`src/rtl/popcount_pkg.sv`:
```
// Shared width helpers and the clamping adder used by the popcount accumulator.
package popcount_pkg;

  function automatic int pc_width(input int n);
    return $clog2(n + 1);
  endfunction

  typedef struct packed {
    logic        clamp;
    logic [31:0] val;
  } sat_res_t;

  // Signed add of a and b, clamped to the range of a w-bit two's complement value.
  function automatic sat_res_t sat_add(input int a, input int b, input int w);
    int       hi;
    int       lo;
    int       s;
    sat_res_t r;
    hi      = (1 << (w - 1)) - 1;
    lo      = -(1 << (w - 1));
    s       = a + b;
    r.clamp = 1'b0;
    r.val   = s;
    if (s > hi) begin
      r.val   = hi;
      r.clamp = 1'b1;
    end else if (s < lo) begin
      r.val   = lo;
      r.clamp = 1'b1;
    end
    return r;
  endfunction

endpackage

```
`src/rtl/popcount_tree.sv`:
```
// Combinational population count of an N-bit vector; zero latency, no flow control.
module popcount_tree
  import popcount_pkg::*;
#(
  parameter  int N    = 21,
  localparam int PC_W = pc_width(N)
) (
  input  logic [N-1:0]    vec,
  output logic [PC_W-1:0] cnt
);

  always_comb begin
    cnt = '0;
    for (int i = 0; i < N; i++) begin
      cnt = cnt + PC_W'(vec[i]);
    end
  end

endmodule

```
`src/rtl/popcount_acc.sv`:
```
// Saturating signed accumulator of popcount(pos)-popcount(neg) per vector; result 2 cycles after the last beat.
// Input stalls while a result is pending or a last beat sits in the first stage; the result holds until taken.
module popcount_acc
  import popcount_pkg::*;
#(
  parameter int N     = 21,
  parameter int ACC_W = 8
) (
  input  logic             clk,
  input  logic             rst,
  input  logic             in_valid,
  output logic             in_ready,
  input  logic [N-1:0]     in_pos,
  input  logic [N-1:0]     in_neg,
  input  logic             in_last,
  input  logic [ACC_W-1:0] threshold,
  output logic             out_valid,
  input  logic             out_ready,
  output logic [ACC_W-1:0] out_count,
  output logic             out_fire,
  output logic             out_sat
);

  localparam int PC_W = pc_width(N);

  logic [PC_W-1:0]  pc_pos;
  logic [PC_W-1:0]  pc_neg;
  logic [PC_W:0]    diff;
  logic             accept;
  sat_res_t         sum_res;

  logic             v1_q, v1_d;
  logic             last1_q, last1_d;
  logic [PC_W:0]    d_q, d_d;
  logic [ACC_W-1:0] acc_q, acc_d;
  logic             sticky_q, sticky_d;
  logic             out_valid_q, out_valid_d;
  logic [ACC_W-1:0] out_count_q, out_count_d;
  logic             out_fire_q, out_fire_d;
  logic             out_sat_q, out_sat_d;

  popcount_tree #(.N(N)) u_pc_pos (.vec(in_pos), .cnt(pc_pos));
  popcount_tree #(.N(N)) u_pc_neg (.vec(in_neg), .cnt(pc_neg));

  assign in_ready  = ~out_valid_q & ~(v1_q & last1_q);
  assign accept    = in_valid & in_ready;
  assign diff      = $signed({1'b0, pc_pos}) - $signed({1'b0, pc_neg});
  assign sum_res   = sat_add(int'($signed(acc_q)), int'($signed(d_q)), ACC_W);

  assign out_valid = out_valid_q;
  assign out_count = out_count_q;
  assign out_fire  = out_fire_q;
  assign out_sat   = out_sat_q;

  always_comb begin
    v1_d        = accept;
    last1_d     = accept & in_last;
    d_d         = accept ? diff : d_q;
    acc_d       = acc_q;
    sticky_d    = sticky_q;
    out_valid_d = out_valid_q;
    out_count_d = out_count_q;
    out_fire_d  = out_fire_q;
    out_sat_d   = out_sat_q;

    if (out_valid_q && out_ready) begin
      out_valid_d = 1'b0;
    end

    // A last beat in S1 implies no result was pending when it was accepted,
    // so the result load below never collides with the handshake above.
    if (v1_q) begin
      if (last1_q) begin
        out_count_d = sum_res.val[ACC_W-1:0];
        out_sat_d   = sticky_q | sum_res.clamp;
        out_fire_d  = $signed(sum_res.val) >= int'($signed(threshold));
        out_valid_d = 1'b1;
        acc_d       = '0;
        sticky_d    = 1'b0;
      end else begin
        acc_d       = sum_res.val[ACC_W-1:0];
        sticky_d    = sticky_q | sum_res.clamp;
      end
    end
  end

  always_ff @(posedge clk) begin
    if (rst) begin
      v1_q        <= 1'b0;
      last1_q     <= 1'b0;
      d_q         <= '0;
      acc_q       <= '0;
      sticky_q    <= 1'b0;
      out_valid_q <= 1'b0;
      out_count_q <= '0;
      out_fire_q  <= 1'b0;
      out_sat_q   <= 1'b0;
    end else begin
      v1_q        <= v1_d;
      last1_q     <= last1_d;
      d_q         <= d_d;
      acc_q       <= acc_d;
      sticky_q    <= sticky_d;
      out_valid_q <= out_valid_d;
      out_count_q <= out_count_d;
      out_fire_q  <= out_fire_d;
      out_sat_q   <= out_sat_d;
    end
  end

endmodule

```
`config.mk`:
```
export PLATFORM = sky130hd
export DESIGN_NAME = popcount_acc
export DESIGN_NICKNAME = d
export VERILOG_FILES = /design/src/rtl/popcount_pkg.sv /design/src/rtl/popcount_tree.sv /design/src/rtl/popcount_acc.sv
export SDC_FILE = /design/constraint.sdc
export NUM_CORES = 1
export LEC_CHECK = 0
export BUFFER_PORTS_ARGS = -buffer_cell sky130_fd_sc_hd__clkbuf_2
export CORE_MARGIN = 2
export CORE_UTILIZATION = 30
export DETAILED_ROUTE_END_ITERATION = 8
export GPL_ROUTABILITY_DRIVEN = 0
export MAX_ROUTING_LAYER = met4
export PLACE_DENSITY = 0.58
export SYNTH_ARGS = -nofsm -noshare
export SYNTH_HDL_FRONTEND = slang
export SYNTH_SLANG_ARGS = --single-unit
```
`constraint.sdc`:
```
create_clock -name clk -period 6.7 [get_ports clk]
set_input_delay 0 -clock clk [delete_from_list [all_inputs] [get_ports clk]]
set_output_delay 0 -clock clk [all_outputs]
set_load 0.02 [all_outputs]
```
; ---- After elaboration in Yosys (flattened, before gate mapping)
; Cells that the tools add are included.
; Widths: inputs -> output; s select.
[word_totals]
register_bits = 28
wordCells = 70
[op_classes]
n_addsub = 42
n_lt_le_gt_ge = 3
n_mux = 7
bitwise_logic = 7
n_reduce_logical = 2
[op_table]
columns = operator, count
row1 = $add 5x1->5, 38
row2 = $mux 33, 2
row3 = $ge 32x8->1, 1
row4 = $add 8x6->9, 1
row5 = $gt 9x8->1 const B, 1
row6 = $lt 9x8->1 const B, 1
row7 = $mux 8, 1
row8 = $sub 5x5->6, 1
row9 = $add 1x1->2, 2
row10 = $and 1x1->1, 4
row11 = $mux 1, 4
row12 = $not 1->1, 2
row13 = $reduce_and 2->1, 1
row14 = $logic_and 1x1->1, 1
row15 = $or 1x1->1, 1

; ---- Depth between registers and ports, before layout
; Gate-level depths: netlist (run 1).
[depth]
word_depth = 21
depth_mapped = 19
mapped_depth_nobuf = 19

; ---- Hierarchy
; Synthesis (run 1) repeated with hierarchy kept, for this count alone.
[unflattened]
hier_cells = 348
area_unflattened_um2 = 2956.6
[by_module_without_submodules]
columns = mod, n_inst, cells_each, area_each_um2
row1 = popcount_acc, 1, 217, 1825.5
row2 = popcount_tree (u_pc_pos), 1, 65, 569.3
row3 = popcount_tree (u_pc_neg), 1, 66, 561.8

; ---- Least setup slack after synthesis (run 1)
; Ideal clock, no wire load.
[synth_path]
path_type = input -> register
start = input port in_neg[0]
end = register d_q[5]
arrival_ns = 4.509
t_required_ns = 6.630
setup_slack_ns = 2.120
stages = 17
path_cell_list = ha_1 > inv_1 > fa_1 > fa_1 > fa_1 > fa_1 > fa_1 > inv_1 > ha_1 > fa_1 > inv_1 > ha_1 > a21oi_1 > o21ai_0 > a21o_1 > a211o_1 > a21oi_1
[synth_between]
elab_chain_cells = 21
[synth_rtl]
columns = element, line
row1 = "start, declared", popcount_acc.sv:14  ; input logic [N-1:0] in_neg,
row2 = $add 1x1->2, popcount_tree.sv:15  ; cnt = cnt + PC_W'(vec[i]);
row3 = $add 5x1->5 (19 in series), popcount_tree.sv:15
row4 = $sub 5x5->6, popcount_acc.sv:47  ; assign diff = $signed({1'b0, pc_pos}) - $signed({1'b0, pc_neg});
row5 = "end signal, assigned", popcount_acc.sv:91  ; d_q <= '0;
row6 = "end signal, assigned", popcount_acc.sv:101  ; d_q <= d_d;
row7 = "end, declared", popcount_acc.sv:34  ; logic [PC_W:0] d_q, d_d;
; No other way between the ends.
; A chain may end at the register's enable or synchronous reset.

; ---- Worst setup path in the final report (run 1)
; Same ends and word-level chain as after synthesis.

==> summary.md, run 1 <==
The flow ran to the end, and the final reports show no timing, DRC or antenna violations. The library cells used most frequently in the layout, excluding fill and tap cells, are inv_1 (76), clkbuf_2 (66), ha_1 (38), fa_1 (30), dfxtp_1 (28). The floorplan step defined a die boundary enclosing 10210 µm². The setup violation total in the final timing report is 0, and the source-to-sink clock delay at the later pin of the worst-skew pair is 280 ps. For this run the aggregate overflow at the end of global routing stands at 0. The pin count of the biggest net entering global routing is 22, and the utilization after layout is 0.3641. The clock arrives with 4.502 ps of skew. For this block, the routed nets add up to 5404 µm of wire.

After synthesis the netlist holds a flip-flop and latch count of 28. Timing analysis after detailed placement gives a worst setup slack of 1779 ps. For the final routed database, the setup TNS stands at 0 ps.

The total routing usage reported by global routing is 0.1185, and the total nets after synthesis is 442. For the wire length of the first global-routing pass, the log shows 9570 µm. Synthesis handed over a netlist of 319 instances. In this run the cell area of the synthesized design comes to 2825 µm². After clock tree synthesis, the clock-pin slew on the worst setup and hold paths is 100 ps. The share of the synthesized area in the top cell type came out at 0.2126.

The cell type contributing the most total cell area after synthesis was fa_1. The max-slew violation count was 0; the area growth from synthesis to layout was 18.51%. The logs give 2336 for the number of global-route vias before repair and 0 for the count of endpoints failing hold in the final timing report. For the pin with the worst max-slew slack, the measured transition is 550.3 ps. The most common library cell in the layout ignoring fill and taps is inv_1.

Origin of the critical flop-to-flop path: d_q[0]. The initial antenna violation count is 0, and the routed via count is 2252. The path with the worst hold slack has its endpoint at v1_q. The detail route stage leaves a number of antenna-violating nets equal to 0.

The deepest clock path buffer count was 2; the number of buffers added on ports was 66. For the maximum clock rate, the log shows 216.3 MHz. The min-delay analysis places its worst path in the category primary input to flip-flop. Count of nets after finishing: 508.

The endpoint identified for the worst register-to-register timing path is out_fire. The final period demand of the worst path works out to 4623 ps. In this run the static leakage power is 0.001801 µW. The number of gates resized after CTS was 0. Of all nets on the critical path, the largest fanout is 2. For the number of standard cells in the final layout excluding fillers, the log shows 495.

The total core area is 9196 µm², and the average detailed-routed wire length per instance is 10.92 µm. The power density normalized to cell area was 495.2 nW/µm²; the synthesis warning total was 0. The tools report the clock sink count as 28.

The nature of the critical path startpoint was a primary input. For the post-detailed-placement cell area, the log shows 3257 µm². The number of placed instances, taps included, is 489. Worst slew margin relative to its limit: 0.6332.

The netlist uses 36 different library cells. In this run the core area contains 35 standard-cell rows. The worst hold path begins at in_valid.

Setup repair after global routing left no endpoint under its margin. Start point of the critical path: in_neg[0]. The per-instance average area after synthesis was 8.856 µm²; the chip width was 101.0 µm.

For the worst setup path, the data required time is 6910 ps. Sorting the synthesized cells by area gives the leading types as fa_1 (21%), dfxtp_1 (20%), ha_1 (17%). The number of cells on the worst reg-to-reg path was 16. The final critical-path share of the clock period was 0.6901; the ratio of routed vias to standard cells was 4.549. STA classifies the critical path endpoint as a flip-flop. Counting the buffers created by CTS gives 3. Once layout is done, the placed cells without fillers occupy 3348 µm².

Once routing completed, OpenROAD measured the worst setup slack at 2077 ps. The number of search-and-repair iterations in the first detailed-routing pass came out at 4. The half-perimeter wire length after detailed placement is 4754 µm, and the depth of the worst hold-timing path is 3. Pin placement for this block handled 67 I/O pins. The logs give 0 for the count of antenna diodes in the layout and 989 for the count of fill cells added during filler insertion.

CTS H-tree depth: 1. The category of the critical setup timing path is primary input to flip-flop. The die extent in y is 101.0 µm. For this block, the initial DRC count from the detailed router was 81. The sequential fraction of the synthesis area is 0.1984, and the starting utilization of the core area is 0.3072. Number of maximum-capacitance constraint violations: 0. Cell chosen for the clock root: clkbuf_8.

The share of layout cells above drive strength 1 came out at 0.2005. The DRC violations left is 0, and the worst voltage drop across the vdd grid is 0.3413 mV. The endpoint arrival time on the critical path is 4840 ps. For flop-to-flop paths, the worst setup slack is 3080 ps.

TritonCTS built the clock tree.
## power by group
part / total [µW] / leakage, µW / internal, µW / switching, µW
logic: 1310 / 0.00154 / 621 / 693
registers: 209 / 0.000228 / 193 / 15.8
clock network: 135 / 0.0000357 / 80.1 / 55.4
total: 1660 / 0.00180 / 894 / 764
## cells in the mapped netlist, drive strengths merged
| library cell | count |
|---|---|
| a211oi | 7 |
| or3 | 1 |
| nand4 | 1 |
| a21o | 8 |
| buf | 2 |
| inv | 76 |
| dfxtp | 28 |
| mux2i | 1 |
| xor2 | 5 |
| o21ai | 10 |
| nor3 | 2 |
| xnor2 | 8 |
| a21oi | 17 |
| maj3 | 7 |
| and2 | 4 |
| nor2 | 26 |
| nand3 | 2 |
| a22o | 5 |
| fa | 30 |
| nor2b | 2 |
| nand3b | 3 |
| a211o | 1 |
| and3 | 1 |
| o31a | 1 |
| o21a | 7 |
| ha | 38 |
| clkbuf | 5 |
| nand2b | 4 |
| nand2 | 14 |
| o211ai | 1 |
| o2111ai | 1 |
| a22oi | 1 |
## critical path, cell delays in order
cell	delay (ps)
clkbuf_2	80
ha_1	270
inv_1	70
fa_1	430
fa_1	500
fa_1	540
fa_1	430
fa_1	490
inv_1	40
ha_1	200
fa_1	540
inv_1	70
ha_1	280
a21oi_1	140
o21ai_0	140
a21o_1	210
a211o_1	280
a21oi_1	110
## metrics by stage
step           total power (µW)  hold slack (ps)
2_1_floorplan              1266            121.7
3_3_place_gp               1472            216.2
3_5_place_dp               1536            219.5
4_1_cts                    1678            125.2
5_1_grt                    1873            149.4
6_report                   1658            121.6
## worst max path at each step
| stage | to | slack (ps) | cells past startpoint |
|---|---|---|---|
| after floorplan | d_q[5] | 2120 | 17 |
| after global placement | d_q[5] | 1920 | 18 |
| after detailed placement | d_q[5] | 1780 | 18 |
| after CTS | d_q[5] | 2080 | 18 |
| after global routing | d_q[5] | 1870 | 18 |
| final | d_q[5] | 2080 | 18 |
## state kept, by name, indices dropped and copies added (netlist names)
register	count
acc_q	8
out_fire	1
sticky_q	1
out_sat	1
out_valid	1
v1_q	1
out_count	8
d_q	6
last1_q	1
## per-layer routing
layer / wire, µm / global-route usage / share of wire
met1: 2353 / 0.1307 / 0.44
met2: 2740 / 0.2170 / 0.51
met3: 244 / 0.02288 / 0.045
met4: 65 / 0.03119 / 0.012
met5: 0 / - / 0
## cell families (layout without fill, tap and decap cells)
group	Yosys count	count (layout)	synth area share
AO/OA/AOI/OAI	59	59	0.1382
flip-flops	28	28	0.1984
AND/OR/NAND/NOR	60	60	0.09699
XOR/XNOR	13	13	0.04030
buffers and inverters	83	148	0.1143
adder cells (fa/ha/maj)	75	75	0.4083
multiplexers	1	1	0.003543
## layout make-up
type                       count  area (µm²)  area share
multi-input combinational    208        1942      0.5800
sequential                    28       560.5      0.1674
timing repair buffer          68       350.3      0.1046
inverter                      76       285.3     0.08520
tap                          111       138.9     0.04148
clock buffer                   3       41.29     0.01233
clock inverter                 1       30.03    0.008969
## repair_timing
action                                 4_1_cts  5_1_grt
endpoints found under the hold margin        2        0
hold buffers                                 2        0
buffers inserted                             0        0
No activity file was read; power rests on OpenSTA's default activity.
==> run 2: changes to the inputs <==
- PLACE_DENSITY: 0.58 -> 0.59
- clock period: 6.7 -> 3.8 ns (I/O delays scaled with it)
==> summary.md, run 2 (synthesis results as in run 1) <==
The stage delay of the slowest cell on the critical path came out at 550 ps (about the same). The checks that failed: negative setup slack. The category of cells accounting for the largest share of critical-path delay was adder cells.

The number of buffers added on ports was 66 (unchanged). Leaving out fill and tap cells, the most frequent cell in the layout is inv_1. The total I/O pin count was 67 (unchanged). The number of search-and-repair iterations in the first detailed-routing pass is 4 (unchanged), and the count of antenna-violating nets left after detailed routing is 0 (unchanged). For the starting utilization of the core area, the log shows 0.3072 (unchanged). The logs give 4767 µm (+0.29%) for the half-perimeter wire length after detailed placement and 0 (unchanged) for the remaining global-route overflow. By startpoint and endpoint, the worst setup path is classified as primary input to flip-flop. Count of standard-cell rows: 35 (unchanged). The flow ran to the end, but the final reports show violations. The tools report the endpoint arrival time on the critical path as 4590 ps (-250 ps). The die area is 10210 µm² (unchanged), and the max-slew violation count is 0 (unchanged). The tools report the routed via count as 2254 (+0.089%). The tools report the element type at the critical path end as a flip-flop.

Count of antenna diodes in the layout: 0 (unchanged). The worst setup path is launched from a primary input. The count of endpoints failing hold in the final timing report is 0 (unchanged), and the clock sink count is 28 (unchanged).

The source-to-sink clock delay at the later pin of the worst-skew pair came out at 280 ps (about the same). The run gives 1 (unchanged) as the CTS H-tree depth. The top routing layer in use is met4. The deepest clock path buffer count is 2 (unchanged). The most repeated library cell on the critical path was fa_1. Class of the tightest hold or removal check: primary input to flip-flop. The routed design could run at a clock period as short as 4378 ps. The number of standard cells in the final layout excluding fillers came out at 505 (+2.0%). The logs give 956 (-3.3%) for the count of fill cells added during filler insertion and 228.4 MHz for the maximum clock rate. The initial antenna violation count was 0 (unchanged); the area growth from synthesis to layout was 25.02%. The total core area was 9196 µm² (unchanged).

The slowest stage of the critical path belongs to the cell fa_2. The total met3 wirelength after detailed routing was 251 µm (+2.9%). The number of global-route vias before repair was 2323 (-0.56%); the DRC violations left was 0 (unchanged). The total routing usage reported by global routing was 0.1195 (+0.0009911). TritonCTS built the clock tree.

The top cell types in the final layout, fill and taps aside, are inv_1 (70), clkbuf_2 (64), ha_1 (33), dfxtp_1 (28), fa_1 (27). The chip width came out at 101.0 µm (unchanged). The total wire length is 5448 µm (+0.81%), and the number of placed instances with taps included is 497 (+1.6%).

For the worst slew margin relative to its limit, the log shows 0.6357 (+0.002547). The highest fanout seen on the critical path was 2 (unchanged); the die extent in y was 101.0 µm (unchanged). For the total length of routed met2 wires, the log shows 2762 µm (+0.80%). The power density normalized to cell area came out at 1050 nW/µm² (+110%). The tools report the number of maximum-capacitance constraint violations as 0 (unchanged). The number of buffers and inverters on the critical path was 4 (unchanged). The cell sitting at the root of the clock tree is a clkbuf_8. The run gives 4010 ps (-2900 ps) as the endpoint required time on the critical path. The run gives -577.6 ps (-2654 ps) as the worst setup slack after layout. Setup repair after global routing could not meet its margin everywhere. The pin count of the biggest net entering global routing is 22 (unchanged). The worst clock skew on the final layout was 1.546 ps (-2.956 ps); the count of nets after finishing was 518 (+2.0%). The final critical-path share of the clock period is 1.152. The post-CTS clock slew at the launch and capture registers of the worst setup and hold paths came out at 100 ps (about the same). The average detailed-routed wire length per instance was 10.79 µm (-1.2%); the worst voltage drop across the vdd grid was 0.9277 mV (+170%). For the pre-CTS worst setup slack, the log shows -905.7 ps (-2685 ps). The transition time at the pin with the least slew margin works out to 546.4 ps (-3.819 ps).

The routed metal-1 wire length is 2365 µm (+0.51%). Number of violations reported at the end of detailed-routing iteration 0: 50 (-38%). The setup violation total in the final timing report is 5 (+5). The wire length of the first global-routing pass was 9749 µm (+1.9%); the leakage power was 0.001854 µW (+2.9%). Walking the worst path, the cells encountered are clkbuf_2 -> ha_4 -> inv_2 -> fa_1 -> fa_1 -> fa_1 -> fa_1 -> fa_1 -> inv_2 -> ha_4 -> fa_2 -> inv_2 -> ha_4 -> a21oi_2 -> o21ai_2 -> a21o_1 -> a211o_1 -> a21oi_1. The ratio of routed vias to standard cells came out at 4.463 (-1.9%). The run gives 3 (unchanged) as the TritonCTS buffer count. The share of layout cells above drive strength 1 was 0.2665 (+0.06598).
## run 2: power breakdown
group	internal [µW]	total [µW]	switching (µW)
clock	141	238	97.1
sequential	340	368	27.4
combinational	1690	3100	1420
## run 2: repair_timing
action	4_1_cts	5_1_grt
hold endpoints to repair	2	0
pin swaps	3	6
hold buffers	2	0
setup endpoints to repair	5	5
buffers inserted	0	2
resized for setup	7	10
## run 2: area by class of cell
cell class,count,area (µm²),area share
clock inverters,1,30.03,0.008502
multi-input cells,208,2031,0.5749
clock buffers,3,41.29,0.01169
well taps,111,138.9,0.03932
flip-flops and latches,28,560.5,0.1587
inverters,76,285.3,0.08077
repair buffers,78,445.4,0.1261
## run 2: path summary, 6_finish.rpt
path	slack [ps]	cells after the start	endpoint	from
setup reg to reg	530	16	out_fire	d_q[0]
setup / recovery	-580	18	d_q[5]	in_neg[1]
hold / removal	120	3	v1_q	in_valid
hold reg to reg	470	2	sticky_q	sticky_q
## run 2: through the flow
stage / TNS (ps) / util / hold WS, ps / area, µm² / power, µW
floorplan: -2344 / - / 121.7 / 2858 / 2275
global placement: -3519 / 0.3642 / 214.1 / 3349 / 2968
detailed placement: -3898 / 0.3642 / 220.4 / 3349 / 3020
CTS: -2301 / 0.3777 / 123.9 / 3473 / 3535
global route: -3070 / 0.3841 / 154.8 / 3532 / 4105
finish: -2355 / 0.3841 / 117.1 / 3532 / 3708
## run 2: worst reg2reg max path, delay by kind of cell, from the launching register on
| family | cells | cell delay (ps) |
|---|---|---|
| AO/OA/AOI/OAI | 6 | 930 |
| adder cells (fa/ha/maj) | 4 | 1230 |
| buffers and inverters | 2 | 140 |
| AND/OR/NAND/NOR | 4 | 520 |
| flip-flops | 1 | 350 |
## run 2: per-layer routing
layer / up-vias / GRT usage
met5: - / -
met4: 0 / 0.03430
met3: 4 / 0.01872
met2: 48 / 0.2134
met1: 1039 / 0.1378
li1: 1163 / -
==> run 3: changes to the inputs <==
- SETUP_SLACK_MARGIN: default -> 0.3
==> summary.md, run 3 (synthesis results as in run 1) <==
For the setup TNS, the log shows -2363 ps (-8.350 ps). Setup repair after global routing could not meet its margin everywhere. The final reports fail on negative setup slack. The die extent in y works out to 101.0 µm (unchanged). The run gives 2169 µW (about the same) as the cell-internal power.

Worst voltage drop across the vdd grid: 0.9280 mV (about the same). The proportion of total power due to net switching was 0.4141 (-0.001059). The run gives 4767 µm (unchanged) as the half-perimeter wire length after detailed placement. The clock network fraction of total power is 0.064 (about the same).

For the DRC violations left, the log shows 0 (unchanged). Number of buffers and inverters on the critical path: 4 (unchanged). The area growth from synthesis to layout is 25.20%.

The final period demand of the worst path works out to 4376 ps (-1.389 ps). The count of endpoints failing hold in the final timing report was 0 (unchanged). The max-slew violation count was 0 (unchanged); the highest fanout seen on the critical path was 2 (unchanged). The stage delay of the slowest cell on the critical path was 550 ps (about the same); the share of layout cells above drive strength 1 was 0.2716 (+0.005076). The kind of cell with the highest combined delay along the critical path is adder cells. Counting stages on the worst path, the most repeated cell is fa_1. The chip width is 101.0 µm (unchanged), and the setup violation total in the final timing report is 5 (unchanged). For the initial antenna violation count, the log shows 0 (unchanged). The total routing usage reported by global routing is 0.1195 (unchanged), and the endpoint required time on the critical path is 4010 ps (about the same). The endpoint arrival time on the critical path was 4590 ps (about the same). The worst clock skew on the final layout was 2.670 ps (+1.123 ps); the average detailed-routed wire length per instance was 10.80 µm (+0.11%).

The transition time at the pin with the least slew margin works out to 546.7 ps (+0.2490 ps). The run gives 2773 µm (+0.40%) as the total length of routed met2 wires. Maximum clock rate: 228.5 MHz (about the same).

The combinational cell fraction of total power is 0.837 (about the same). Among all stages on the critical path, the largest delay is contributed by fa_2. The ratio of routed vias to standard cells was 4.491 (+0.62%). The leakage power was 0.001855 µW (about the same).

Worst setup slack after layout: -576.2 ps (+1.389 ps). The count of antenna-violating nets left after detailed routing came out at 0 (unchanged). The starting utilization of the core area came out at 0.3072 (unchanged).

The remaining global-route overflow is 0 (unchanged), and the final critical-path share of the clock period is 1.152 (about the same). The most common library cell in the layout ignoring fill and taps is inv_1. The total wire length was 5454 µm (+0.11%).

The library cells used most frequently in the layout, excluding fill and tap cells, are inv_1 (70), clkbuf_2 (64), ha_1 (33), dfxtp_1 (28). The element type at the critical path end is a flip-flop. The tools report the TritonCTS buffer count as 3 (unchanged). The highest metal layer carrying signal wires in the routed design is met4. The class of the tightest hold or removal check was primary input to flip-flop. Walking the worst path, the cells encountered are clkbuf_2 -> ha_4 -> inv_2 -> fa_1 -> fa_1 -> fa_1 -> fa_1 -> fa_1 -> inv_2 -> ha_4 -> fa_2 -> inv_2 -> ha_4 -> a21oi_2 -> o21ai_2 -> a21o_1 -> a211o_1 -> a21oi_1. The routed via count is 2268 (+0.62%).

The power density normalized to cell area was 1047 nW/µm² (-0.31%). The tree is rooted in a clkbuf_8. The deepest clock path buffer count was 2 (unchanged); the number of search-and-repair iterations in the first detailed-routing pass was 4 (unchanged). The CTS H-tree depth came out at 1 (unchanged). The count of fill cells added during filler insertion is 956 (unchanged), and the total I/O pin count is 67 (unchanged). The run gives 9749 µm (unchanged) as the wire length of the first global-routing pass.

The run gives 35 (unchanged) as the count of standard-cell rows. The power spent charging and discharging nets is 1533 µW (-0.42%). The tools report the nature of the critical path startpoint as a primary input.

The tools report the clock sink count as 28 (unchanged). Pin count of the biggest net entering global routing: 22 (unchanged). The number of global-route vias before repair was 2323 (unchanged).

The tools report the total core area as 9196 µm² (unchanged). The routed metal-1 wire length was 2377 µm (+0.51%). The relative contribution of sequential cells to total power was 0.099 (about the same). The category of the critical setup timing path is primary input to flip-flop.

The number of violations reported at the end of detailed-routing iteration 0 came out at 47 (-6.0%). Number of buffers added on ports: 66 (unchanged). TritonCTS built the clock tree. The tools report the source-to-sink clock delay at the later pin of the worst-skew pair as 280 ps (about the same). Count of antenna diodes in the layout: 0 (unchanged). The run gives 0.6355 (about the same) as the worst slew margin relative to its limit. The smallest hold slack was 120.5 ps (+3.437 ps); the post-CTS clock slew at the launch and capture registers of the worst setup and hold paths was 100 ps (about the same). The total met3 wirelength after detailed routing is 236 µm (-6.0%), and the count of nets after finishing is 518 (unchanged).

The number of maximum-capacitance constraint violations is 0 (unchanged). The die area was 10210 µm² (unchanged). The run finished, with violations left.
[run 3: tightest hold or removal path, delay by kind of cell]
family	cells	cell delay, ps
and+or+nand+nor	2	260
buffers and inverters	1	80
[run 3: cell type report]
class / instances / area (µm²) / share of cell area
Inverter: 76 / 285.3 / 0.08065
Clock buffer: 3 / 41.29 / 0.01167
Tap cell: 111 / 138.9 / 0.03926
Timing Repair Buffer: 78 / 445.4 / 0.1259
Multi-Input combinational cell: 208 / 2036 / 0.5755
Clock inverter: 1 / 30.03 / 0.008490
Sequential cell: 28 / 560.5 / 0.1585
[run 3: worst paths after layout]
path | start | to | slack (ps) | cells after the start
worst max-delay path | in_neg[1] | d_q[5] | -580 | 18
worst min register to register | sticky_q | sticky_q | 470 | 2
worst max register to register | d_q[0] | out_fire | 620 | 16
worst min-delay path | in_valid | v1_q | 120 | 3
[run 3: routing by layer]
layer,GRT usage,vias to the layer above
met5,-,-
met4,0.03430,0
met3,0.01872,4
met2,0.2134,46
met1,0.1378,1055
li1,-,1163
[run 3: what timing repair did]
item | 4_1_cts | 5_1_grt
hold buffers | 2 | 0
gates resized for setup | 7 | 12
endpoints found under the hold margin | 2 | 0
buffers inserted | 0 | 2
setup endpoints to repair | 5 | 7
pin swaps | 3 | 6
[run 3: stage by stage]
stage,power [µW],utilization,area [µm²],std cells,setup WS [ps]
final,3702,0.3846,3537,505,-576.2
after global routing,4106,0.3846,3537,505,-718.4
after CTS,3535,0.3777,3473,503,-564.9
after detailed placement,3020,0.3642,3349,497,-905.7
after global placement,2968,0.3642,3349,497,-803.6
after floorplan,2275,-,2858,319,-659.0
[run 3: power groups by stage]
| stage | sequential, µW | combinational (µW) | clock (µW) |
|---|---|---|---|
| after floorplan | 369 | 1910 | 0 |
| after global placement | 374 | 2590 | 0 |
| after detailed placement | 375 | 2640 | 0 |
| after CTS | 369 | 2920 | 244 |
| after global routing | 373 | 3480 | 256 |
| final | 368 | 3100 | 237 |
